--- src/rtl/ctrl_pkg.sv ---
// Shared control-unit definitions: opcode codes, instruction field positions
// and the fetch state encoding.
package ctrl_pkg;

    localparam int INST_W  = 16;
    localparam int OPP_MSB = 15;
    localparam int OPP_LSB = 11;
    localparam int R1_MSB  = 10;
    localparam int R1_LSB  = 8;
    localparam int R2_MSB  = 7;
    localparam int R2_LSB  = 5;
    localparam int QR_MSB  = 4;
    localparam int QR_LSB  = 2;
    localparam int RES_MSB = 1;
    localparam int RES_LSB = 0;

    typedef enum logic [4:0] {
        OP_NOP  = 5'd0,
        OP_ADD  = 5'd1,
        OP_SUB  = 5'd2,
        OP_AND  = 5'd3,
        OP_OR   = 5'd4,
        OP_XOR  = 5'd5,
        OP_NOT  = 5'd6,
        OP_SHL  = 5'd7,
        OP_SHR  = 5'd8,
        OP_CMP  = 5'd9,
        OP_LD   = 5'd10,
        OP_MOV  = 5'd11,
        OP_JMP  = 5'd12,
        OP_JGO  = 5'd13,
        OP_JLO  = 5'd14,
        OP_JEO  = 5'd15,
        OP_HLT  = 5'd16,
        OP_RST  = 5'd17,
        OP_SETH = 5'd18,
        OP_SETL = 5'd19
    } opcode_e;

    typedef enum logic {
        ST_RUN  = 1'b0,
        ST_HALT = 1'b1
    } fetch_state_e;

    function automatic logic [4:0] inst_opp(input logic [INST_W-1:0] word);
        return word[OPP_MSB:OPP_LSB];
    endfunction

    function automatic logic is_halt(input logic [INST_W-1:0] word);
        return inst_opp(word) == OP_HLT;
    endfunction

endpackage

--- src/rtl/ifetch_fifo.sv ---
// Two-entry in-order buffer between instruction memory and the control unit.
// Entry 0 is always the head; a pop shifts entry 1 down.
module ifetch_fifo #(
    parameter int WIDTH = 24
) (
    input  logic             clk,
    input  logic             rst_n,
    input  logic             push,
    input  logic             pop,
    input  logic             flush,
    input  logic [WIDTH-1:0] wdata,
    output logic [1:0]       count,
    output logic [WIDTH-1:0] head
);

    logic [WIDTH-1:0] ent0_q, ent0_d;
    logic [WIDTH-1:0] ent1_q, ent1_d;
    logic [1:0]       count_q, count_d;
    logic             do_push;
    logic             do_pop;

    always_comb begin
        ent0_d  = ent0_q;
        ent1_d  = ent1_q;
        count_d = count_q;
        do_pop  = pop && (count_q != 2'd0);
        do_push = push && ((count_q != 2'd2) || do_pop);
        if (flush) begin
            count_d = 2'd0;
        end else begin
            case ({do_push, do_pop})
                2'b10: begin
                    if (count_q == 2'd0) ent0_d = wdata;
                    else                 ent1_d = wdata;
                    count_d = count_q + 2'd1;
                end
                2'b01: begin
                    ent0_d  = ent1_q;
                    count_d = count_q - 2'd1;
                end
                2'b11: begin
                    if (count_q == 2'd1) begin
                        ent0_d = wdata;
                    end else begin
                        ent0_d = ent1_q;
                        ent1_d = wdata;
                    end
                end
                default: begin
                end
            endcase
        end
    end

    always_ff @(posedge clk or negedge rst_n) begin
        if (!rst_n) begin
            ent0_q  <= '0;
            ent1_q  <= '0;
            count_q <= 2'd0;
        end else begin
            ent0_q  <= ent0_d;
            ent1_q  <= ent1_d;
            count_q <= count_d;
        end
    end

    assign count = count_q;
    assign head  = ent0_q;

endmodule

--- src/rtl/instr_fetch.sv ---
// Instruction fetch: streams words from instruction memory into a 2-deep buffer,
// handles redirects and HLT. Define IFETCH_STALL_CNT_EN to add the stall_cnt port.
//
//  state   | meaning
//  --------+-----------------------------------------------------------
//  ST_RUN  | fetching sequentially from pc whenever buffer space allows
//  ST_HALT | HLT word fetched; no requests until resume or redirect
module instr_fetch
    import ctrl_pkg::*;
#(
    parameter int ADDR_W = 8
) (
    input  logic              clk,
    input  logic              rst_n,
    output logic              imem_req,
    output logic [ADDR_W-1:0] imem_addr,
    input  logic [15:0]       imem_rdata,
    output logic              inst_valid,
    input  logic              inst_ready,
    output logic [15:0]       inst_data,
    output logic [ADDR_W-1:0] inst_pc,
    input  logic              redir_valid,
    input  logic [ADDR_W-1:0] redir_addr,
    input  logic              resume,
    output logic              halted
`ifdef IFETCH_STALL_CNT_EN
    ,
    output logic [15:0]       stall_cnt
`endif
);

    localparam int                ENT_W  = INST_W + ADDR_W;
    localparam logic [ADDR_W-1:0] PC_ONE = {{(ADDR_W-1){1'b0}}, 1'b1};

    fetch_state_e      state_q, state_d;
    logic [ADDR_W-1:0] pc_q, pc_d;
    logic [ADDR_W-1:0] infl_addr_q, infl_addr_d;
    logic              infl_q, infl_d;
    logic              active_q, active_d;

    logic [1:0]        fifo_count;
    logic [ENT_W-1:0]  fifo_head;
    logic              fifo_push;
    logic              fifo_pop;
    logic              pop_hs;
    logic [1:0]        occ;
    logic              can_issue;
    logic              hlt_seen;

    ifetch_fifo #(
        .WIDTH (ENT_W)
    ) u_fifo (
        .clk   (clk),
        .rst_n (rst_n),
        .push  (fifo_push),
        .pop   (fifo_pop),
        .flush (redir_valid),
        .wdata ({imem_rdata, infl_addr_q}),
        .count (fifo_count),
        .head  (fifo_head)
    );

    assign inst_valid = (fifo_count != 2'd0);
    assign inst_data  = fifo_head[ENT_W-1:ADDR_W];
    assign inst_pc    = fifo_head[ADDR_W-1:0];
    assign halted     = (state_q == ST_HALT) && (fifo_count == 2'd0);

    // Buffered plus outstanding words never exceed two, so occ fits in 2 bits.
    assign pop_hs    = inst_valid && inst_ready;
    assign occ       = fifo_count + {1'b0, infl_q};
    assign can_issue = (occ < 2'd2) || ((occ == 2'd2) && pop_hs);
    assign imem_req  = active_q && (state_q == ST_RUN) && can_issue;
    assign imem_addr = pc_q;

    assign fifo_push = infl_q && !redir_valid;
    assign fifo_pop  = pop_hs && !redir_valid;
    assign hlt_seen  = fifo_push && is_halt(imem_rdata);

    always_comb begin
        state_d     = state_q;
        pc_d        = pc_q;
        infl_d      = 1'b0;
        infl_addr_d = infl_addr_q;
        active_d    = 1'b1;
        if (imem_req) begin
            infl_d      = 1'b1;
            infl_addr_d = pc_q;
            pc_d        = pc_q + PC_ONE;
        end
        // A redirect drops any request issued this cycle along with everything buffered.
        if (redir_valid) begin
            state_d = ST_RUN;
            pc_d    = redir_addr;
            infl_d  = 1'b0;
        end else begin
            case (state_q)
                ST_RUN: begin
                    if (hlt_seen) begin
                        state_d = ST_HALT;
                        infl_d  = 1'b0;
                        pc_d    = infl_addr_q + PC_ONE;
                    end
                end
                ST_HALT: begin
                    if (resume) state_d = ST_RUN;
                end
                default: state_d = ST_RUN;
            endcase
        end
    end

    always_ff @(posedge clk or negedge rst_n) begin
        if (!rst_n) begin
            state_q     <= ST_RUN;
            pc_q        <= '0;
            infl_q      <= 1'b0;
            infl_addr_q <= '0;
            active_q    <= 1'b0;
        end else begin
            state_q     <= state_d;
            pc_q        <= pc_d;
            infl_q      <= infl_d;
            infl_addr_q <= infl_addr_d;
            active_q    <= active_d;
        end
    end

`ifdef IFETCH_STALL_CNT_EN
    logic [15:0] stall_cnt_q, stall_cnt_d;

    always_comb begin
        stall_cnt_d = stall_cnt_q;
        if (redir_valid) begin
            stall_cnt_d = 16'd0;
        end else if (inst_valid && !inst_ready && (stall_cnt_q != 16'hFFFF)) begin
            stall_cnt_d = stall_cnt_q + 16'd1;
        end
    end

    always_ff @(posedge clk or negedge rst_n) begin
        if (!rst_n) stall_cnt_q <= 16'd0;
        else        stall_cnt_q <= stall_cnt_d;
    end

    assign stall_cnt = stall_cnt_q;
`endif

endmodule

--- config.mk ---
export PLATFORM = sky130hd
export DESIGN_NAME = instr_fetch
export DESIGN_NICKNAME = d
export VERILOG_FILES = /design/src/rtl/ctrl_pkg.sv /design/src/rtl/ifetch_fifo.sv /design/src/rtl/instr_fetch.sv
export SDC_FILE = /design/constraint.sdc
export NUM_CORES = 1
export LEC_CHECK = 0
export BUFFER_PORTS_ARGS = -buffer_cell sky130_fd_sc_hd__buf_4
export CELL_PAD_IN_SITES_DETAIL_PLACEMENT = 0
export CELL_PAD_IN_SITES_GLOBAL_PLACEMENT = 2
export CORE_MARGIN = 2
export CORE_UTILIZATION = 33
export CTS_CLUSTER_DIAMETER = 100
export CTS_CLUSTER_SIZE = 20
export DETAILED_ROUTE_END_ITERATION = 6
export HOLD_SLACK_MARGIN = 0.15
export PLACE_DENSITY = 0.81
export SLEW_MARGIN = 20
export SYNTH_ARGS = -nofsm -noshare
export SYNTH_HDL_FRONTEND = slang
export SYNTH_SLANG_ARGS = --single-unit
--- constraint.sdc ---
create_clock -name clk -period 1.97 [get_ports clk]
set_input_delay 0.394 -clock clk [delete_from_list [all_inputs] [get_ports clk]]
set_output_delay 0.394 -clock clk [all_outputs]
set_load 0.01 [all_outputs]
After elaboration in Yosys (flattened, before gate mapping)
Cells that the tools add are included.
Storage, ports and cells
  input port bits: 29
  word-level logic and storage cells: 66
  bits in registers: 69
  output and inout port bits: 35
Cells by class
  equality and inequality tests: 10
  $lt $le $gt $ge: 1
  mux-type cells: 20
  bitwise logic cells: 2
  add/sub/neg operators: 5
  reduce and logical (&&, ||, !) cells: 20
Operator list (count)
  $mux 24: 4
  $pmux 24 s3: 1
  $pmux 24 s2: 1
  $mux 8: 4
  $add 8x1->8 const B: 2
  $logic_and 1x1->1: 10
  $ne 2x2->1 const B: 4
  $mux 1: 7
  $eq 2x2->1 const B: 3
  $reduce_bool 3->1: 2
  $eq 5x5->1 const B: 1
  $eq 2x1->1 const B: 2
  $pmux 2 s2: 1
  $reduce_and 4->1: 1
  $reduce_bool 2->1: 2
  $reduce_and 3->1: 1
  $add 2x1->2: 1
  $add 2x1->2 const B: 1
  $logic_not 2->1: 1
  $logic_or 1x1->1: 2
  $lt 2x2->1 const B: 1
  $mux 2: 1
  $not 1->1: 2
  $pmux 1 s2: 1
  other kinds (2): 2

Logic depth before layout (Yosys ltp)
  depth after elaboration: 9
  gate-level depth with buffers: 8

Hierarchy
A second synthesis with hierarchy kept.
Unflattened totals
  cells, all modules: 280
  area, all modules: 3369.5 µm²
Modules (own cells, without submodules)
  ifetch_fifo: area an instance 2297.2 µm², instances 1, cells an instance 179
  instr_fetch: area an instance 1072.3 µm², instances 1, cells an instance 101

Least setup slack after synthesis
No wires, ideal clock.
  kind: flip-flop to flip-flop
  start point: reg u_fifo.count_q[0], in the netlist u_fifo.count[0]
  end point: reg u_fifo.ent0_q[4], in the netlist u_fifo.head[4]
  path slack: 0.121 ns
  data arrival time: 1.712 ns
  required time: 1.833 ns
  stages on the path, launching flop included: 9
  cells stage by stage: dfrtp_1 -> inv_1 -> ha_1 -> nand2b_1 -> a211o_1 -> buf_4 -> buf_6 -> mux2i_1 -> a21oi_1
On the way
  longest elaborated chain between the ends: 9
  elaborated cells between the ends (all ways): 17
  classes of those cells: 6 x eq/ne; 2 x mux; 9 x reduce/logical
RTL lines
  start, declared: line ifetch_fifo.sv:18  | logic [1:0] count_q, count_d;
  start signal, assigned: line ifetch_fifo.sv:63  | count_q <= count_d;
  $reduce_bool 2->1: line ifetch_fifo.sv:26, instr_fetch.sv:63
  $logic_and 1x1->1: line instr_fetch.sv:69  | assign pop_hs = inst_valid && inst_ready;
  $logic_and 1x1->1: line instr_fetch.sv:76  | assign fifo_pop = pop_hs && !redir_valid;
  $logic_and 1x1->1: line ifetch_fifo.sv:26  | do_pop = pop && (count_q != 2'd0);
  $logic_or 1x1->1: line ifetch_fifo.sv:27  | do_push = push && ((count_q != 2'd2) || do_pop);
  $logic_and 1x1->1: line ifetch_fifo.sv:27
  $eq 2x2->1 or $eq 2x1->1 (tied branches): line ifetch_fifo.sv:31  | case ({do_push, do_pop})
  $ne 2x2->1 (no source line) or $reduce_bool 3->1 (tied branches)
  $reduce_and 3->1 (no source line)
  end signal, assigned: line ifetch_fifo.sv:61  | ent0_q <= ent0_d;
  end, declared: line ifetch_fifo.sv:16  | logic [WIDTH-1:0] ent0_q, ent0_d;
Several ways; a longest one is shown, not always the timed one.
A chain may end at the register's enable or synchronous reset.

Worst setup path in the final report
  start point: reg u_fifo.count_q[0], in the netlist u_fifo.count[0]
  end point: out imem_req
On the way
  longest elaborated chain between the ends: 5
  elaborated cells between the ends (all ways): 8
  classes of those cells: 1 x add/sub; 1 x order compare; 1 x eq/ne; 5 x reduce/logical
RTL lines
  $add 2x1->2 or $reduce_bool 2->1 (tied branches): line instr_fetch.sv:70, instr_fetch.sv:63
  $eq 2x2->1 or $logic_and 1x1->1 (tied branches): line instr_fetch.sv:71, instr_fetch.sv:69
  $logic_and 1x1->1: line instr_fetch.sv:71  | assign can_issue = (occ < 2'd2) || ((occ == 2'd2) && pop_hs);
  $logic_or 1x1->1 *: line instr_fetch.sv:71
  $logic_and 1x1->1 *: line instr_fetch.sv:72  | assign imem_req = active_q && (state_q == ST_RUN) && can_issue;
  end, declared: line instr_fetch.sv:15  | output logic imem_req,
Every way passes the cells marked *; elsewhere a longest branch is shown, timed or not.

==> reports/results.tsv <==
stage	metric	value	unit
status	status	finished, final reports clean	
run	Max Cap Viol	0	
final_layout	Final Instance Area	4320	um2
power_and_ir_drop	maximum VDD drop	0.478	mV
placement	I/O Buffers	63	
synthesis	mapped cell area	3350	um2
synthesis	register area share after synthesis	51.5	%
power_and_ir_drop	Clock Power Share	19.8	%
clock_tree	Root Driver	clkbuf_8	
clock_tree	Clock Pin Slew Worst Setup and Hold Paths	90	ps
grt	Total GRT Usage	13.8	%
final_layout	FILL cells	974	
setup_path	Crit path top cell by count	inv_2	
final_layout	Finished Core Util	44.0	%
setup_path	CP Launch Type	register	
final_layout	Total Nets Final	395	
timing	final hold vios	0	
drt	DRT Pass-1 Iters	4	
grt	first-pass GRT wire length	12000	um
synthesis	syn avg cell area	11.8	um2
final_layout	P&R area growth vs syn	28.9	%
grt	vias in the first global route	2396	
timing	Max Clock Skew	11.0	ps
clock_tree	Clock Latency Late Sink	340	ps
floorplan	Rows	36	
final_layout	commonest non-fill, non-tap cell in the layout	buf_4	
placement	Post-DP HPWL	5150	um
setup_path	crit end category	output port	
grt	largest net degree at the start of global routing	49	
floorplan	Die Ht	105	um
setup_path	terminus of the critical flop-to-flop path	imem_addr[7]	
synthesis	#FFs+latches synth	69	
timing	fin crit period	1940	ps
synthesis	compound-gate portion of the synthesized area	10.4	%
clock_tree	clk buf depth	2	
drt	total wire length	7340	um
drt	drc violations	0	
timing	Max Fclk	517	MHz
grt	global route overflow	0	
setup_path	r2r startpoint	u_fifo.count[0]	
synthesis	largest family of logic cells by synthesized area	multiplexers	
synthesis	Yosys warnings	0	
timing	WHS	291	ps
synthesis	Post-Synth Adder-Cell Area	2.24	%
final_layout	most frequent cells in the layout	buf_4 (74), dfrtp_1 (69), mux2_2 (31)	
synthesis	Main synth FF type	dfrtp_1	
setup_path	flop-to-flop setup slack	110	ps
power_and_ir_drop	internal power	3.55	mW
setup_path	Worst Reg-to-Reg Cells	7	
worst_hold_path	hold depth	2	
timing	total negative slack	0	ps
floorplan	Initial Util	34.1	%
power_and_ir_drop	Net Sw Frac	34.0	%
timing	Slew Viols, Final	0	
setup_path	CP Class	reg -> out	
power_and_ir_drop	pwr dens	1250	nW/um2
clock_tree	TritonCTS clock tree	yes	
synthesis	multiplexer share of the synthesized area	18.5	%
setup_path	crit-path max FO	5	
synthesis	xor/xnor share of the synthesized area	2.61	%
drt	detailed-route via count	2439	
floorplan	I/O pin count	64	
synthesis	simple-gate share of the synthesized area	11.0	%
setup_path	delay of the slowest critical-path stage	420	ps
power_and_ir_drop	Combinational Power Share	35.7	%
power_and_ir_drop	Flop pwr share	44.5	%
setup_path	Arrival @ worst endpoint	1540	ps
floorplan	core area	9820	um2
timing	RSZ-0062 raised after global routing	true	
setup_path	Req. time, crit path	1580	ps
clock_tree	number of CTS-inserted buffers	9	
floorplan	die area	11000	um2
final_layout	antenna cells	0	
setup_path	CP cell instances	inv_2, ha_4, nor3b_4, o21ai_4, inv_2, buf_6	
grt	initial antenna violation count	0	
placement	placed cell area	4050	um2
synthesis	number of synthesized flops with an enable pin	0	
final_layout	fraction of layout instances using a drive strength above 1	37.5	%
worst_hold_path	hold_sp	imem_rdata[0]	
floorplan	Die Wd	105	um
synthesis	Syn Nets	319	
worst_hold_path	worst min-delay path endpoint	u_fifo.ent1_q[8]	
placement	RePlAce Congestion	0.815	
power_and_ir_drop	Pleak	2.02	nW
synthesis	post-synthesis cell type count	45	
clock_tree	H-tree depth	3	
drt	initial drt markers	93	
drt	drt wl/cell	14.7	um
setup_path	Slowest-stage cell, CP	dfrtp_1	
power_and_ir_drop	sw power	1.83	mW
synthesis	Cells after Synth	284	
timing	final setup vio count	0	
synthesis	Synth async-reset ratio	100	%
drt	DR vias/cell	4.90	
clock_tree	clock sinks	69	
worst_hold_path	Worst Hold Class	in -> reg	
drt	Detail Route Antenna Nets	0	
timing	final worst-path cycle share	98.2	%
cells in the mapped netlist, types with 5 or more instances:
master | count | area [um2]
dfrtp_1 | 69 | 1730
mux2_2 | 31 | 349
nor2_1 | 29 | 109
clkbuf_1 | 6 | 22.5
mux2i_1 | 27 | 270
inv_1 | 8 | 30.0
nor3_1 | 6 | 30.0
ha_1 | 6 | 75.1
nand2b_1 | 5 | 31.3
xor2_1 | 6 | 52.6
a21oi_1 | 29 | 145
cell families (layout without fill, tap and decap cells):
family / after synthesis / count (layout)
xor gates and xnor gates: 10 / 10
other: 1 / 1
and+or+nand+nor: 62 / 62
buffers and inverters: 23 / 104
muxes: 58 / 58
adders and majority gates: 6 / 6
DFF: 69 / 69
AOI/OAI and AO/OA: 55 / 55
metal layers:
layer  part of all wire, %  global-route usage (%)  up-vias
li1                      -                       -     1183
met1                    47                    18.5     1206
met2                    49                    22.0       44
met3                   3.1                    2.18        6
met4                   1.1                    6.00        0
met5                     0                       0        -
worst max path at each step:
stage | slack (ps) | end | from | depth (start not counted)
finish | 30 | imem_req | u_fifo.count[0] | 6
floorplan | 120 | u_fifo.head[4] | u_fifo.count[0] | 8
global placement | 100 | infl_addr_q[5] | u_fifo.count[0] | 6
detailed placement | 20 | infl_addr_q[7] | u_fifo.count[0] | 6
CTS | 20 | imem_req | u_fifo.count[0] | 5
global route | -20 | imem_req | u_fifo.count[0] | 6
area by class of cell:
type                       count  area (um2)  area share, %
sequential                    69        1730           40.0
tap                          133         166           3.85
multi-input combinational    192        1560           36.1
clock buffer                  10         138           3.19
clock inverter                 6        45.0           1.04
inverter                       8        30.0          0.695
timing repair buffer          80         657           15.2
state kept, by name, indices dropped and copies added, names as in the netlist:
name / count
imem_addr: 8
u_fifo.head: 24
infl_addr_q: 8
state_q: 1
u_fifo.ent1_q: 24
u_fifo.count: 2
active_q: 1
infl_q: 1
metrics by stage:
stage / power (mW) / std cells / worst slack (ps)
detailed placement: 4.31 / 477 / 15.1
CTS: 5.44 / 495 / 15.0
finish: 5.38 / 498 / 34.8
global route: 5.75 / 498 / -19.7
global placement: 4.25 / 477 / 102
floorplan: 3.45 / 284 / 121
worst max-delay path, delay by kind of cell (launching register included):
family | cells | cell delay (ps)
buf+inv | 3 | 250
flops | 1 | 420
compound gates | 1 | 110
fa+ha+maj | 1 | 180
simple gates | 1 | 250
power groups by stage:
stage                     combinational [mW]  sequential (mW)  clock [mW]
after floorplan                         1.00             2.44           0
after global routing                    2.12             2.48        1.15
after global placement                  1.85             2.40           0
final                                   1.92             2.39        1.06
after CTS                               1.94             2.40        1.10
after detailed placement                1.88             2.43           0
repair_timing:
action | CTS | global route
hold buffers | 1 | 0
hold endpoints to repair | 32 | 0
cloned | 0 | 0
gates resized for setup | 8 | 1
buffers inserted | 1 | 3
pin swaps | 2 | 3
setup endpoints to repair | 1 | 1
No activity file was read; power rests on OpenSTA's default activity.
